$ cat src/rtl/botoes_pkg.sv
// Shared definitions for the stopwatch push-button conditioner: per-key FSM
// state encoding, channel indices and the debounce counter width helper.
package botoes_pkg;

   typedef enum logic [1:0] {
      SOLTO          = 2'd0,
      CONFIRMA_PRESS = 2'd1,
      PRESSIONADO    = 2'd2,
      CONFIRMA_SOLTA = 2'd3
   } estado_t;

   localparam int CONTA    = 0;
   localparam int PAUSA    = 1;
   localparam int PARA     = 2;
   localparam int N_CANAIS = 3;

   // A one-cycle debounce still needs a 1-bit counter to keep widths legal.
   function automatic int largura_cnt(input int ciclos);
      return (ciclos > 1) ? $clog2(ciclos) : 1;
   endfunction

endpackage

$ cat src/rtl/debounce_canal.sv
// One key channel: 2-FF synchroniser, stability counter and press/release FSM.
// Emits a registered single-cycle press_ev on a confirmed press only.
module debounce_canal
   import botoes_pkg::*;
#(
   parameter int DEBOUNCE_CYCLES = 1000000,
   parameter bit ACTIVE_LOW      = 1'b1
) (
   input  logic clk,
   input  logic reset,
   input  logic btn,
   output logic press_ev,
   output logic level
);

   localparam int            CW       = largura_cnt(DEBOUNCE_CYCLES);
   localparam logic [CW-1:0] ULTIMO   = CW'(DEBOUNCE_CYCLES - 1);
   localparam logic          RAW_SOLTO = ACTIVE_LOW;

   logic          sync_a;
   logic          sync_b;
   logic          s;
   estado_t       estado;
   estado_t       estado_prox;
   logic [CW-1:0] cnt;
   logic [CW-1:0] cnt_prox;
   logic          press_prox;

   always_ff @(posedge clk) begin
      if (reset) begin
         sync_a <= RAW_SOLTO;
         sync_b <= RAW_SOLTO;
      end else begin
         sync_a <= btn;
         sync_b <= sync_a;
      end
   end

   // s is 1 while the key is pressed, regardless of board polarity.
   assign s = sync_b ^ RAW_SOLTO;

   always_ff @(posedge clk) begin
      if (reset) begin
         estado   <= SOLTO;
         cnt      <= '0;
         press_ev <= 1'b0;
      end else begin
         estado   <= estado_prox;
         cnt      <= cnt_prox;
         press_ev <= press_prox;
      end
   end

   always_comb begin
      estado_prox = estado;
      cnt_prox    = cnt;
      press_prox  = 1'b0;
      case (estado)
         SOLTO: begin
            if (s) begin
               estado_prox = CONFIRMA_PRESS;
               cnt_prox    = '0;
            end
         end
         CONFIRMA_PRESS: begin
            if (!s) begin
               estado_prox = SOLTO;
            end else if (cnt == ULTIMO) begin
               estado_prox = PRESSIONADO;
               press_prox  = 1'b1;
            end else begin
               cnt_prox = cnt + CW'(1);
            end
         end
         PRESSIONADO: begin
            if (!s) begin
               estado_prox = CONFIRMA_SOLTA;
               cnt_prox    = '0;
            end
         end
         CONFIRMA_SOLTA: begin
            if (s) begin
               estado_prox = PRESSIONADO;
            end else if (cnt == ULTIMO) begin
               estado_prox = SOLTO;
            end else begin
               cnt_prox = cnt + CW'(1);
            end
         end
         default: begin
            estado_prox = SOLTO;
            cnt_prox    = '0;
         end
      endcase
   end

   // The key still counts as held while its release is being confirmed.
   assign level = (estado == PRESSIONADO) || (estado == CONFIRMA_SOLTA);

endmodule

$ cat src/rtl/condicionador_botoes.sv
// Stopwatch key conditioner: three debounced channels, fixed-priority
// arbitration para > pausa > conta, and registered pulses/levels.
module condicionador_botoes
   import botoes_pkg::*;
#(
   parameter int DEBOUNCE_CYCLES = 1000000,
   parameter bit ACTIVE_LOW      = 1'b1
) (
   input  logic       clk,
   input  logic       reset,
   input  logic       btn_conta,
   input  logic       btn_pausa,
   input  logic       btn_para,
   output logic       conta,
   output logic       pausa,
   output logic       para,
   output logic [2:0] nivel
);

   logic [N_CANAIS-1:0] raw;
   logic [N_CANAIS-1:0] ev;
   logic [N_CANAIS-1:0] lvl;
   logic [N_CANAIS-1:0] grant;

   assign raw[CONTA] = btn_conta;
   assign raw[PAUSA] = btn_pausa;
   assign raw[PARA]  = btn_para;

   for (genvar i = 0; i < N_CANAIS; i++) begin : g_canal
      debounce_canal #(
         .DEBOUNCE_CYCLES(DEBOUNCE_CYCLES),
         .ACTIVE_LOW     (ACTIVE_LOW)
      ) u_canal (
         .clk     (clk),
         .reset   (reset),
         .btn     (raw[i]),
         .press_ev(ev[i]),
         .level   (lvl[i])
      );
   end

   // Losing same-cycle events are dropped so the FSM sees one command at most.
   always_comb begin
      grant = '0;
      if (ev[PARA]) begin
         grant[PARA] = 1'b1;
      end else if (ev[PAUSA]) begin
         grant[PAUSA] = 1'b1;
      end else if (ev[CONTA]) begin
         grant[CONTA] = 1'b1;
      end
   end

   always_ff @(posedge clk) begin
      if (reset) begin
         conta <= 1'b0;
         pausa <= 1'b0;
         para  <= 1'b0;
         nivel <= 3'b000;
      end else begin
         conta <= grant[CONTA];
         pausa <= grant[PAUSA];
         para  <= grant[PARA];
         nivel <= lvl;
      end
   end

endmodule

$ cat config.mk
export PLATFORM = sky130hd
export DESIGN_NAME = condicionador_botoes
export DESIGN_NICKNAME = d
export VERILOG_FILES = /design/src/rtl/botoes_pkg.sv /design/src/rtl/debounce_canal.sv /design/src/rtl/condicionador_botoes.sv
export SDC_FILE = /design/constraint.sdc
export NUM_CORES = 1
export LEC_CHECK = 0
export CORE_MARGIN = 3
export CORE_UTILIZATION = 30
export CTS_CLUSTER_SIZE = 14
export DETAILED_ROUTE_END_ITERATION = 6
export PLACE_DENSITY = 0.56
export SLEW_MARGIN = 30
export SYNTH_ARGS = -nofsm -noshare
export SYNTH_HDL_FRONTEND = slang
export SYNTH_HIERARCHICAL = 1
export SYNTH_SLANG_ARGS = --single-unit
$ cat constraint.sdc
create_clock -name clk -period 1.8 [get_ports clk]
set_clock_uncertainty 0.1 [all_clocks]
set_input_delay 0.18 -clock clk [delete_from_list [all_inputs] [get_ports clk]]
set_output_delay 0.18 -clock clk [all_outputs]
set_load 0.1 [all_outputs]
==> results of run 1 <==
## cell families (layout without fill, tap and decap cells)
| kind of cell | Yosys count | count (layout) |
|---|---|---|
| AO/OA/AOI/OAI | 102 | 102 |
| XOR/XNOR | 18 | 18 |
| adder cells (fa/ha/maj) | 3 | 3 |
| buffers and inverters | 39 | 137 |
| flip-flops | 81 | 81 |
| multiplexers | 9 | 9 |
| AND/OR/NAND/NOR | 177 | 177 |
## cell type report
type | count | area [µm²] | area share (%)
clock buffer | 14 | 264 | 4.81
inverter | 15 | 56.3 | 1.03
multi-input combinational | 309 | 2440 | 44.4
sequential | 81 | 1670 | 30.3
tap | 168 | 210 | 3.83
timing repair buffer | 108 | 856 | 15.6
## power by group
group          leakage [nW]  internal (mW)  switching (mW)
Sequential            0.663           1.79         0.00638
Combinational          1.00         0.0575          0.0772
Clock                 0.129          0.996           0.676
## metrics by stage
step / power [mW] / util [%] / setup WS (ns) / instances
2_1_floorplan: 1.91 / - / -0.0271 / 429
4_1_cts: 3.65 / 41.7 / -0.00574 / 685
6_report: 3.60 / 44.6 / -0.0151 / 695
5_1_grt: 3.74 / 44.6 / -0.0710 / 695
3_3_place_gp: 1.97 / 38.8 / -0.0251 / 670
3_5_place_dp: 1.97 / 38.8 / -0.0684 / 670
## repair_timing
| item | in CTS | in global routing |
|---|---|---|
| setup endpoints to repair | 27 | 49 |
| cloned | 0 | 2 |
| setup buffers | 1 | 8 |
| resized for setup | 20 | 79 |
| pin swaps | 1 | 33 |
## cell usage after synthesis
master     instances
dfxtp_1           81
a21oi_1           42
nand2_1           30
o31ai_1           21
or3_1             21
or4_1             21
nor2_1            18
inv_1             15
nand3_1           15
o21ai_0           15
nand2b_1          12
nand4_1           12
nor4_1            12
xnor2_1           12
buf_2              9
mux2i_1            9
or2_2              9
a2111o_1           6
clkbuf_1           6
nand4b_1           6
xor2_1             6
and2b_2            4
a2111oi_0          3
a21o_1             3
a311oi_1           3
a31oi_1            3
and4_1             3
buf_4              3
buf_6              3
clkbuf_2           3
ha_1               3
nand3b_1           3
nor2b_1            3
nor4_4             3
o311ai_0           3
o41ai_1            3
or4b_4             3
nor3b_1            1
nor4b_2            1
## registers in the layout, summed over array words and instances, names as in the netlist, named ones only
signal / flops
para: 1
g_canal.u_canal/cnt: 60
g_canal.u_canal/press_ev: 3
nivel: 3
pausa: 1
g_canal.u_canal/sync_a: 3
g_canal.u_canal/estado: 3
g_canal.u_canal/sync_b: 3
conta: 1
## per-layer routing
metal  vias to the layer above  global-route usage, %  part of all wire [%]
met2                        34                   22.0                    50
met5                         -                      0                     0
li1                       1789                      -                     -
met3                        10                   3.11                   2.1
met4                         0                   3.79                   1.1
met1                      1698                   16.9                    47
## path summary, 6_finish.rpt
path	startpoint	to	slack [ns]	cells after the start
min reg2reg	g_canal[1].u_canal/sync_a	g_canal[1].u_canal/sync_b	0.31	1
max	g_canal[1].u_canal/cnt[0]	g_canal[1].u_canal/cnt[14]	-0.02	5
max reg2reg	g_canal[1].u_canal/cnt[0]	g_canal[1].u_canal/cnt[14]	-0.02	5
min	btn_pausa	g_canal[1].u_canal/sync_a	0.31	2
==> results.cfg, run 1 <==
[finish]
fin_nets = 532
final_common_cell = buf_4
stdcell_area_um2 = 5490
diodes = 0
fill_cells = 1223
final_cell_mix = buf_4 (97), dfxtp_1 (62), nand2_1 (29)
drive_gt1_share_pct = 41.7
syn_to_final_growth_pct = 42.0

[yosys]
yosysTopAreaCellShare_pct = 41.9
synth_nets = 437
synth_top_family_by_area = simple AND/OR/NAND/NOR gates
synth_compound_area_share_pct = 17.0
synth_warnings = 6
synthAdderAreaFrac_pct = 0.971
ys_seq_area_share_pct = 41.9
synth_seq_cells = 81
synth_cell_types = 39
synthMuxAreaShare_pct = 2.33
postSynthAreaPerCell_um2 = 9.02
synth_area_leaders = dfxtp_1 (42%), a21oi_1 (5.4%), o31ai_1 (4.1%), or4_1 (4.1%), or3_1 (3.4%)
synthSimpleGateAreaFrac_pct = 28.7
syn_inst = 429
syn_area_um2 = 3870
synth_largest_area_cell = dfxtp_1
synth_xor_area_share_pct = 4.08

[routing]
via_per_inst = 5.08
first_pass_iters = 4
drtIter0Drc = 149
ant_nets = 0
drc = 0
via_count = 3531
routed_wirelength_mm = 9.61
post_drt_wl_per_cell_um = 13.8

[placement]
placed_area_um2 = 4770
portBuffers = 10
gp_congestion = 0.826
dp_hpwl_mm = 6.45

[sta]
finalHoldViolCount = 0
worst_pin_slew_ns = 0.462
layout_min_cycle_time_ns = 1.82
setup_violations = 1
tns_ns = -0.0151
min_period_over_period_pct = 101
timing.fmax_mhz = 551
layout_setup_ws_ns = -0.0151
rsz0062_at_grt = true
hold_ws_ns = 0.312
maxSlewHeadroom_pct = 69.1
slew_viol_final = 0

[setup_path]
required_ns = 1.97
worstPathArrival_ns = 1.98
crit_path_max_fanout = 5
worst-path-buf-inv = 0
worstPathCellList = ha_4 > nand3_4 > or3_4 > or4_4 > a21oi_2
end_kind = register
crit_family = simple AND/OR/NAND/NOR gates
start_kind = register
critPathMaxStageDelay_ns = 0.50
path_class = reg2reg
critPathSlowestCell = or4_4

[floorplan]
num_rows = 40
die_h_um = 120
die_area_um2 = 14300
initial_core_util_pct = 31.4
pin_count = 11
fp.dieW_um = 120
core_um2 = 12300

[grt]
grt_max_degree = 27
antenna_found_initial = 0
grt_use_total_pct = 13.1
grt_pass1_wl_mm = 15.6
overflow = 0
grt_pass1_vias = 3356

[run]
max_cap_viol_count = 0

[clock_tree]
ctsHoldBuffers = 0
cts_sinks = 81
cts_max_level = 3
cts_buffers = 9
worst_skew_pair.late_latency_ns = 0.33
cts_tree = yes
clk_pin_slew_worst_paths_ns = 0.06
cts_root_buf = clkbuf_16
clockBufferDepth = 2

[power_and_ir_drop]
power.leakage_nw = 1.80
irDropWorstVdd_mv = 0.509
powerDensity_nw_per_um2 = 656

[status]
status = complete, but fails checks
violations = negative setup slack

[hold_path]
holdCritPathClass = in2reg
No activity file was read; power rests on OpenSTA's default activity.
==> run 2: changes to the inputs <==
DONT_BUFFER_PORTS = 1   (was not set)
PLACE_DENSITY = 0.44   (was 0.56)
SKIP_LAST_GASP = 1   (was not set)
==> results.cfg, run 2 (synthesized netlist as in run 1, its figures left out) <==
[clock_tree]
cts_sinks = 81
clk_pin_slew_worst_paths_ns = 0.06
worst_skew_pair.late_latency_ns = 0.33
cts_buffers = 9
clockBufferDepth = 2
cts_tree = yes
cts_max_level = 3
cts_root_buf = clkbuf_16

[sta]
slew_viol_final = 0
worst_pin_slew_ns = 0.738
rsz0062_at_grt = true
layout_min_cycle_time_ns = 1.80
finalHoldViolCount = 0
layout_setup_ws_ns = 0.00464
min_period_over_period_pct = 99.7
maxSlewHeadroom_pct = 50.6
setup_violations = 0
tns_ns = 0
timing.fmax_mhz = 557

[setup_path]
r2r-end = g_canal[0].u_canal/cnt[16]
ff2ff_setup_slack_ns = 0.005
required_ns = 1.97
critPathMaxStageDelay_ns = 0.51
end_kind = register
worstPathCellList = xor2_4 > or3_4 > or4_1 > a21oi_2
critPathSlowestCell = or4_1
crit_path_max_fanout = 8
r2r_cells = 4
worstPathArrival_ns = 1.97
r2r_start = g_canal[0].u_canal/sync_b
path_class = reg2reg
start_kind = register

[placement]
place_ws_ns = -0.0617
gp_congestion = 0.781
dp_cells = 663
dp_hpwl_mm = 6.50
portBuffers = 0
placed_area_um2 = 4710

[power_and_ir_drop]
internal-power_mw = 3.06
switchingPower_mw = 0.836
pwr-share-seq_pct = 46.1
clkPwrFrac_pct = 50.6
irDropWorstVdd_mv = 0.530
powerDensity_nw_per_um2 = 706
power.leakage_nw = 1.82
p_comb_share_pct = 3.3
swShare_pct = 21.4
power_mw = 3.90

[grt]
antenna_found_initial = 0
overflow = 0
grt_pass1_wl_mm = 16.2
grt_max_degree = 22
grt_use_total_pct = 13.7
grt_pass1_vias = 3417

[floorplan]
core_um2 = 12300
initial_core_util_pct = 31.4
pin_count = 11
die_h_um = 120
die_area_um2 = 14300
fp.dieW_um = 120
num_rows = 40

[run]
max_cap_viol_count = 0

[finish]
regArea_um2 = 1660
largest_reg_flops = 60
stdcell_area_um2 = 5520
syn_to_final_growth_pct = 42.8
fin_nets = 542
final_common_cell = buf_4
final_cell_mix = buf_4 (95), dfxtp_1 (62), a21oi_1 (31)
fin_cells = 707
diodes = 0
largest_register = g_canal.u_canal/cnt
fill_cells = 1270
drive_gt1_share_pct = 36.4
multiInputGateArea_um2 = 2310

[hold_path]
min_to = g_canal[2].u_canal/cnt[3]
min_from = reset
min_path_cells = 3
holdCritPathClass = in2reg

[routing]
via_per_inst = 5.04
first_pass_iters = 4
drtIter0Drc = 139
drc = 0
routed_wirelength_mm = 9.75
post_drt_wl_per_cell_um = 13.8
ant_nets = 0
via_count = 3561

[status]
status = finished clean
[run 2: cell count changes in the layout (fill, tap and decap cells not counted), sizes merged]
cell / delta
buf: -3
bufinv: +2
clkbuf: -5
clkdlybuf4s50: -4
clkinv: +4
clkinvlp: +1
dlygate4sd3: +17
[run 2: power groups by stage]
stage / combinational, mW / sequential [mW] / clock [mW]
final: 0.127 / 1.80 / 1.97
after global routing: 0.139 / 1.80 / 2.13
after CTS: 0.122 / 1.80 / 2.04
after detailed placement: 0.0980 / 1.85 / 0
after global placement: 0.0981 / 1.85 / 0
after floorplan: 0.0628 / 1.85 / 0
[run 2: layout make-up]
type / count / share of cell area, %
inverters: 15 / 1.02
clock inverters: 7 / 1.72
well taps: 168 / 3.81
flip-flops and latches: 81 / 30.1
clock buffers: 9 / 4.08
repair buffers: 118 / 17.4
multi-input cells: 309 / 41.9
[run 2: worst max path at each step]
stage	slack, ns	startpoint	end
global route	-0.06	g_canal[0].u_canal/cnt[7]	register
global placement	-0.03	g_canal[0].u_canal/sync_b	g_canal[0].u_canal/cnt[14]
CTS	-0.009	g_canal[1].u_canal/cnt[1]	g_canal[1].u_canal/cnt[6]
finish	0.005	g_canal[0].u_canal/sync_b	g_canal[0].u_canal/cnt[16]
detailed placement	-0.06	g_canal[2].u_canal/cnt[1]	g_canal[2].u_canal/cnt[14]
floorplan	-0.03	register	g_canal[1].u_canal/cnt[17]
[run 2: worst max-delay path: cells and delay by family, from the launching register on]
family           cells  cell delay, ns
AND/OR/NAND/NOR      2            0.94
XOR/XNOR             1            0.19
AO/OA/AOI/OAI        1            0.14
flip-flops           1            0.36
[run 2: repair_timing]
item                                    CTS  global route
endpoints found under the hold margin    29             0
gates cloned                              0             1
hold buffers                             17             0
pin swaps                                 7            21
endpoints found under the setup margin   26            46
buffers inserted                          2             8
gates resized for setup                  14            53
[run 2: per-layer routing]
metal | share of wire (%) | GRT usage, % | wire, µm | vias up
met2 | 50 | 22.6 | 4870 | 35
li1 | - | - | - | 1818
met4 | 1.4 | 4.72 | 133 | 0
met1 | 46 | 17.8 | 4530 | 1696
met3 | 2.2 | 2.92 | 215 | 12
met5 | 0 | 0 | 0 | -
[run 2: stage by stage]
step | hold slack [ns] | util (%)
after CTS | 0.0611 | 42.8
after detailed placement | 0.166 | 38.2
final | 0.0627 | 44.8
after global routing | 0.0900 | 44.8
after floorplan | 0.154 | -
after global placement | 0.163 | 38.2
